--- config.mk ---
export PLATFORM = sky130hd
export DESIGN_NAME = instr_seq_ctrl
export DESIGN_NICKNAME = d
export VERILOG_FILES = /design/src/rtl/instr_seq_ctrl.sv
export SDC_FILE = /design/constraint.sdc
export NUM_CORES = 1
export LEC_CHECK = 0
export BUFFER_PORTS_ARGS = -buffer_cell sky130_fd_sc_hd__buf_2
export CORE_MARGIN = 1.5
export CORE_UTILIZATION = 50
export CTS_CLUSTER_SIZE = 20
export DETAILED_ROUTE_END_ITERATION = 10
export PLACE_DENSITY = 0.81
export SLEW_MARGIN = 25
export SYNTH_ARGS = -nofsm -noshare
export SYNTH_HDL_FRONTEND = slang
export SYNTH_SLANG_ARGS = --single-unit
--- constraint.sdc ---
create_clock -name clk_i -period 2.86 [get_ports clk_i]
set_input_delay 0.429 -clock clk_i [delete_from_list [all_inputs] [get_ports clk_i]]
set_output_delay 0.429 -clock clk_i [all_outputs]
set_load 0.02 [all_outputs]
--- src/rtl/instr_seq_ctrl.sv ---
// Multi-cycle instruction sequencer for the non-pipelined core.
// Fetches over a req/gnt port, classifies the opcode into one-hot type
// enables, runs the data-memory handshake for loads/stores, retires the
// instruction (PC / instret / register-file write) and traps on illegal
// opcodes, memory timeouts and misaligned jump/branch targets.
module instr_seq_ctrl #(
  parameter logic [31:0] RESET_PC    = 32'h0000_0000,
  parameter int unsigned MEM_TIMEOUT = 16
) (
  input  logic        clk_i,
  input  logic        SEQrst_i,
  output logic        imem_req_o,
  output logic [31:0] imem_addr_o,
  input  logic        imem_gnt_i,
  input  logic [31:0] imem_rdata_i,
  output logic [31:0] instr_o,
  output logic        R_EN_o,
  output logic        I_EN_o,
  output logic        S_EN_o,
  output logic        SB_EN_o,
  output logic        U_EN_o,
  output logic        UJ_EN_o,
  output logic        dmem_req_o,
  output logic        dmem_we_o,
  input  logic        dmem_gnt_i,
  input  logic        branch_taken_i,
  input  logic [31:0] target_pc_i,
  output logic        rf_we_o,
  output logic [31:0] pc_o,
  output logic [31:0] instret_o,
  output logic        trap_o,
  output logic [1:0]  trap_cause_o
);

  localparam int unsigned     TW      = $clog2(MEM_TIMEOUT);
  localparam logic [TW-1:0]   TO_LAST = TW'(MEM_TIMEOUT - 1);

  localparam logic [6:0] OP_R     = 7'b0110011;
  localparam logic [6:0] OP_IMM   = 7'b0010011;
  localparam logic [6:0] OP_LOAD  = 7'b0000011;
  localparam logic [6:0] OP_JALR  = 7'b1100111;
  localparam logic [6:0] OP_STORE = 7'b0100011;
  localparam logic [6:0] OP_BR    = 7'b1100011;
  localparam logic [6:0] OP_LUI   = 7'b0110111;
  localparam logic [6:0] OP_AUIPC = 7'b0010111;
  localparam logic [6:0] OP_JAL   = 7'b1101111;

  // Bit positions inside the packed enable vector {R,I,S,SB,U,UJ}
  localparam int unsigned EN_R  = 5;
  localparam int unsigned EN_I  = 4;
  localparam int unsigned EN_S  = 3;
  localparam int unsigned EN_SB = 2;
  localparam int unsigned EN_U  = 1;
  localparam int unsigned EN_UJ = 0;

  localparam logic [1:0] CAUSE_ILLEGAL = 2'b01;
  localparam logic [1:0] CAUSE_TIMEOUT = 2'b10;
  localparam logic [1:0] CAUSE_MISALGN = 2'b11;

  typedef enum logic [2:0] {
    ST_BOOT,
    ST_FETCH,
    ST_DECODE,
    ST_EXEC,
    ST_MEM,
    ST_WB,
    ST_TRAP
  } state_t;

  state_t        state_q, state_d;
  logic [31:0]   pc_q, pc_d;
  logic [31:0]   instret_q, instret_d;
  logic [31:0]   instr_q, instr_d;
  logic [5:0]    en_q, en_d;
  logic [1:0]    cause_q, cause_d;
  logic [TW-1:0] to_cnt_q, to_cnt_d;

  logic [5:0]    dec_en;
  logic          is_load;
  logic          is_jalr;
  logic          take;
  logic          misaligned;
  logic          writes_rf;

  // Opcode classification of the latched instruction
  always_comb begin
    dec_en = '0;
    case (instr_q[6:0])
      OP_R:                      dec_en[EN_R]  = 1'b1;
      OP_IMM, OP_LOAD, OP_JALR:  dec_en[EN_I]  = 1'b1;
      OP_STORE:                  dec_en[EN_S]  = 1'b1;
      OP_BR:                     dec_en[EN_SB] = 1'b1;
      OP_LUI, OP_AUIPC:          dec_en[EN_U]  = 1'b1;
      OP_JAL:                    dec_en[EN_UJ] = 1'b1;
      default:                   dec_en        = '0;
    endcase
  end

  assign is_load    = (instr_q[6:0] == OP_LOAD);
  assign is_jalr    = (instr_q[6:0] == OP_JALR);
  assign take       = en_q[EN_UJ] | is_jalr | (en_q[EN_SB] & branch_taken_i);
  assign misaligned = take & (target_pc_i[1:0] != 2'b00);
  assign writes_rf  = en_q[EN_R] | en_q[EN_I] | en_q[EN_U] | en_q[EN_UJ];

  // State and datapath registers
  always_ff @(posedge clk_i or negedge SEQrst_i) begin
    if (!SEQrst_i) begin
      state_q   <= ST_BOOT;
      pc_q      <= RESET_PC;
      instret_q <= '0;
      instr_q   <= '0;
      en_q      <= '0;
      cause_q   <= '0;
      to_cnt_q  <= '0;
    end else begin
      state_q   <= state_d;
      pc_q      <= pc_d;
      instret_q <= instret_d;
      instr_q   <= instr_d;
      en_q      <= en_d;
      cause_q   <= cause_d;
      to_cnt_q  <= to_cnt_d;
    end
  end

  // Next-state, retirement and trap logic
  always_comb begin
    state_d   = state_q;
    pc_d      = pc_q;
    instret_d = instret_q;
    instr_d   = instr_q;
    en_d      = en_q;
    cause_d   = cause_q;
    to_cnt_d  = to_cnt_q;
    rf_we_o   = 1'b0;
    case (state_q)
      ST_BOOT: begin
        to_cnt_d = '0;
        state_d  = ST_FETCH;
      end
      ST_FETCH: begin
        if (imem_gnt_i) begin
          instr_d = imem_rdata_i;
          state_d = ST_DECODE;
        end else if (to_cnt_q == TO_LAST) begin
          cause_d = CAUSE_TIMEOUT;
          state_d = ST_TRAP;
        end else begin
          to_cnt_d = to_cnt_q + 1'b1;
        end
      end
      ST_DECODE: begin
        if (dec_en == '0) begin
          cause_d = CAUSE_ILLEGAL;
          state_d = ST_TRAP;
        end else begin
          en_d    = dec_en;
          state_d = ST_EXEC;
        end
      end
      ST_EXEC: begin
        if (is_load || en_q[EN_S]) begin
          to_cnt_d = '0;
          state_d  = ST_MEM;
        end else begin
          state_d  = ST_WB;
        end
      end
      ST_MEM: begin
        if (dmem_gnt_i) begin
          state_d = ST_WB;
        end else if (to_cnt_q == TO_LAST) begin
          en_d    = '0;
          cause_d = CAUSE_TIMEOUT;
          state_d = ST_TRAP;
        end else begin
          to_cnt_d = to_cnt_q + 1'b1;
        end
      end
      ST_WB: begin
        en_d = '0;
        if (misaligned) begin
          cause_d = CAUSE_MISALGN;
          state_d = ST_TRAP;
        end else begin
          rf_we_o   = writes_rf;
          instret_d = instret_q + 32'd1;
          pc_d      = take ? target_pc_i : (pc_q + 32'd4);
          to_cnt_d  = '0;
          state_d   = ST_FETCH;
        end
      end
      ST_TRAP: begin
        state_d = ST_TRAP;
      end
      default: begin
        state_d = ST_TRAP;
      end
    endcase
  end

  assign imem_req_o   = (state_q == ST_FETCH);
  assign imem_addr_o  = pc_q;
  assign instr_o      = instr_q;
  assign R_EN_o       = en_q[EN_R];
  assign I_EN_o       = en_q[EN_I];
  assign S_EN_o       = en_q[EN_S];
  assign SB_EN_o      = en_q[EN_SB];
  assign U_EN_o       = en_q[EN_U];
  assign UJ_EN_o      = en_q[EN_UJ];
  assign dmem_req_o   = (state_q == ST_MEM);
  assign dmem_we_o    = (state_q == ST_MEM) & en_q[EN_S];
  assign pc_o         = pc_q;
  assign instret_o    = instret_q;
  assign trap_o       = (state_q == ST_TRAP);
  assign trap_cause_o = cause_q;

endmodule

; ---- Yosys cells after proc, flatten, opt, wreduce, memory -nomap -nowiden
; Cells that the tools add are included.
[op_classes]
addsub = 3
eq_ne = 24
mux = 32
n_bitwise = 9
reduce_logical = 14
[op_table]
columns = operator, n
row1 = 32-bit by 1-bit adder with 32-bit output (second input constant), 1
row2 = 32-bit by 3-bit adder with 32-bit output (second input constant), 1
row3 = 32-bit 2-to-1 mux, 1
row4 = 7-bit by 6-bit equality test with 1-bit output (second input constant), 3
row5 = 7-bit equality test (second input constant), 3
row6 = 4-bit 2-to-1 mux, 5
row7 = 4-bit case mux with 5 select lines, 1
row8 = 6-bit 2-to-1 mux, 3
row9 = 3-bit case mux with 6 select lines, 1
row10 = 6-bit case mux with 3 select lines, 1
row11 = 3-bit 2-to-1 mux, 5
row12 = 7-bit by 5-bit equality test with 1-bit output (second input constant), 2
row13 = 2-bit inequality test (second input constant), 7
row14 = 2-bit 2-to-1 mux, 5
row15 = 5-bit AND reduction, 2
row16 = 3-bit equality test (second input constant), 3
row17 = 1-bit 2-to-1 mux, 9
row18 = 2-bit case mux with 4 select lines, 1
row19 = 7-bit by 2-bit equality test with 1-bit output (second input constant), 1
row20 = 3-bit by 2-bit equality test with 1-bit output (second input constant), 2
row21 = 6-bit zero test, 1
row22 = 1-bit bitwise OR, 5
row23 = 5-bit nonzero test, 1
row24 = 4-bit by 1-bit adder with 4-bit output (second input constant), 1
row25 = other kinds (14), 17
[word_totals]
ff_bits = 111
word_cells = 89

; ---- Logic depth before layout (Yosys ltp)
[logic_depth]
ltp_word = 6
mapped_depth = 8
ltp_nobuf = 6

; ---- Least setup slack after synthesis
; No wires, ideal clock.
[synth_timing]
path_type = register to output
startpoint = register instr_q[2] (netlist: instr_o[2])
endpoint = output rf_we_o
t_arrival_ns = 1.921
path_slack_ns = 0.510
stages_incl_launch_ff = 6
path_buffers = 1
path_cell_list = dfrtp_1 > and4b_4 > a221oi_1 > o21ai_1 > clkbuf_1 > nor2_1
[synth_via]
elab_chain_len = 6
[synth_lines]
columns = element, line
row1 = "start, declared", 73  ; logic [31:0] instr_q, instr_d;
row2 = "start signal, assigned", 119  ; instr_q <= instr_d;
row3 = 7-bit equality test, 100  ; assign is_jalr = (instr_q[6:0] == OP_JALR);
row4 = 1-bit bitwise OR (2 in a row), 101  ; assign take = en_q[EN_UJ] | is_jalr | (en_q[EN_SB] & branch_taken_i);
row5 = 1-bit AND, 102  ; assign misaligned = take & (target_pc_i[1:0] != 2'b00);
row6 = 1-bit 2-to-1 mux, 182  ; if (misaligned) begin
row7 = 1-bit 2-to-1 mux, 136  ; case (state_q)
row8 = "end, declared", 28  ; output logic rf_we_o,
; No other way between the ends.

; ---- Final worst setup path
[layout_timing]
startpoint = register instr_q[6] (netlist: instr_o[6])
endpoint = register pc_q[4] (netlist: imem_addr_o[4])
[layout_via]
elab_chain_len = 6
word_cells_on_any_way = 7
[layout_lines]
columns = element, line
row1 = 7-bit equality test (*), 100
row2 = 1-bit bitwise OR (*) (2 in a row), 101
row3 = 1-bit AND, 102
row4 = 1-bit NOT (no source line), n/a
row5 = 2-bit AND reduction (no source line), n/a
row6 = "end signal, assigned", 117  ; pc_q <= pc_d;
row7 = "end, declared", 71  ; logic [31:0] pc_q, pc_d;
; Every way passes the cells marked *; elsewhere a longest branch is shown, timed or not.
; A chain may end at the register's enable or synchronous reset.

==> flow_summary.ini <==
[clock_tree]
post_cts_resized = 0
clkSinkCount = 111
clockBufferDepth = 2
clk_pin_slew_ns = 0.07
hold_buffers = 0
numCtsBuffers = 9
insertion_delay_ns = 0.36
postCtsSetupBuffers = 0
clockRootBuffer = clkbuf_16
cts_tree = built
htree_num_levels = 3

[yosys]
synth_enable_flop_cells = 0
syn_area_mm2 = 0.00576
synth-seq-cells = 111
yosys_warnings = 0
synth_largest_area_cell = dfrtp_1
avgSynthCellArea_um2 = 10.0
synth_top_area_frac = 0.482
ys_top_cells_by_area = dfrtp_1, mux2_2, buf_4
ys_seq_area_frac = 0.482
yosysUniqueCellTypes = 63
syn_inst = 575
syn_nets = 647
ys.flop_type = dfrtp_1
synth-async-reset-ratio = 1.00

[final_layout]
drive_gt1_frac = 0.370
final_cells = 895
diodes = 0
syn2layout_area_growth_pct = 22.2
nets = 820
final_cell_mix = buf_2, dfrtp_1, nand2_1
layout_commonest_cell = buf_2

[timing]
fin_tns_setup_ns = 0
fin_crit_sh = 0.808
setup_viol = 0
finalCriticalPeriod_ns = 2.31
hold_violations = 0
slew_headroom = 0.530
tightestPinTransition_ns = 0.697
finClkSkew_ns = 0.00730
finalWorstSetupSlack_ns = 0.548
report.final.slew_viol_count = 0
rsz0062_at_grt = no
max_freq_mhz = 433

[routing]
drt-pass1-iter-count = 5
drt-total-wl_mm = 16.2
drc_errors = 0
vias = 5259
ant_nets = 0
first_iter_violations = 487
routedWlPerCell_um = 18.1
viasPerCell = 5.88

[power]
leakagePower_nw = 3.57
peakVddDrop_mv = 0.353
fin_total_pwr_mw = 2.86
power_density_mw_per_mm2 = 407

[global_routing]
antenna_found_initial = 0
grt_pass1_vias = 4865
grt_max_degree = 63
grt_pass1_wl_mm = 24.6
grt_overflow = 0
gr-usage-all-layers = 0.267

[worst_setup_path]
critPathLaunchType = register
critPathKind = reg2reg
critPathArrivalTime_ns = 2.59
required_ns = 3.13
cp_max_fo = 32
endpoint_kind = register

[placed_design]
port_buffers = 209
dp_hpwl_mm = 11.6
place.gp.congestion = 0.937
pre_cts_slack_ns = 0.537
dp.cells = 880

[floorplanning]
fp.dieW_um = 110
die-area_mm2 = 0.0122
start_util = 0.509
core_area_mm2 = 0.0113
rows = 39
ios = 210
die_y_um = 110

[min_path]
worstHoldPathType = in2async

[status]
outcome = finished clean

[flow_run]
drv_cap = 0
where the power goes:
| part | switching, mW | internal, mW |
|---|---|---|
| Clock | 0.589 | 0.611 |
| Combinational | 0.0567 | 0.0385 |
| Sequential | 0 | 1.57 |
metal layers:
metal	GRT usage	part of all wire	vias to the layer above	wire length [µm]
li1	-	-	2415	-
met1	0.339	0.41	2538	6700
met2	0.438	0.48	280	7740
met3	0.0723	0.090	26	1460
met4	0.0962	0.018	0	290
met5	0	0	-	0
registers in the layout, indices dropped and copies added (netlist names):
name          count
en_q              6
state_q           3
instret_o        32
imem_addr_o      32
to_cnt_q          4
trap_cause_o      2
instr_o          32
synthesized netlist by cell type (2+ instances only):
master       n
buf_2        9
o211ai_1     4
a41oi_1      2
clkbuf_1    12
a311oi_1     2
a31oi_1      4
nand2b_1     5
xnor2_1     25
a21o_1       5
o21a_1       2
nand2_1     53
nand3_1     37
mux2_2      32
o311ai_0     2
a22oi_1      2
buf_1        5
nor3_1      12
nand4_1     17
a22o_1       5
inv_1        5
and3_1      12
dfrtp_1    111
nor4_1       7
a2bb2oi_1    8
a211oi_1     3
o22ai_1     12
and4_1       7
o21ai_0     19
nor2_1      37
a31o_2       2
o2111a_1     2
nor2b_1      6
a21oi_1     33
and2_1       4
o32a_1       2
o31ai_1      2
a21bo_2      2
buf_4       32
ha_1         3
xor2_1       8
critical path, stage by stage, from the launching register on:
cell and delay [ns]:
dfrtp_1 0.47, and4b_4 0.27, a221oi_4 0.36, buf_4 0.37, buf_4 0.31, nor2_1 0.08
a31o_2 0.21, a2bb2oi_1 0.16
logic make-up (layout without fill, tap and decap cells):
kind of cell               Yosys count  count (layout)  synth area share
and+or+nand+nor                    205             205             0.179
AOI/OAI and AO/OA                  126             126             0.152
DFF                                111             111             0.482
buffers and inverters               64             241            0.0658
xor gates and xnor gates            33              33            0.0502
muxes                               33              33            0.0643
adders and majority gates            3               3           0.00652
area by class of cell:
cell class / count / area (µm²)
clock buffers: 10 / 239
clock inverters: 5 / 35.0
fillers: 927 / 4280
inverters: 5 / 18.8
multi-input cells: 400 / 2630
flip-flops and latches: 111 / 2780
well taps: 143 / 179
repair buffers: 221 / 1160
worst paths after layout:
check,start,end,slack [ns],depth (start not counted)
setup reg to reg,instr_o[6],imem_addr_o[4],0.55,7
hold reg to reg,instret_o[31],instret_o[31],0.48,1
max in group asynchronous,SEQrst_i,instret_o[21],1.96,2
min in group clk_i,imem_rdata_i[4],instr_o[4],0.29,3
setup / recovery,instr_o[6],imem_addr_o[4],0.55,7
hold / removal,SEQrst_i,imem_addr_o[15],0.11,1
stage by stage:
stage                     cell area (µm²)  hold WS, ns  utilization
after floorplan                      5760        0.133            -
after global placement               6770        0.466        0.598
after detailed placement             6770        0.474        0.598
after CTS                            7040        0.136        0.622
after global routing                 7040        0.154        0.622
final                                7040        0.113        0.622
(Power assumes the default switching activity.)
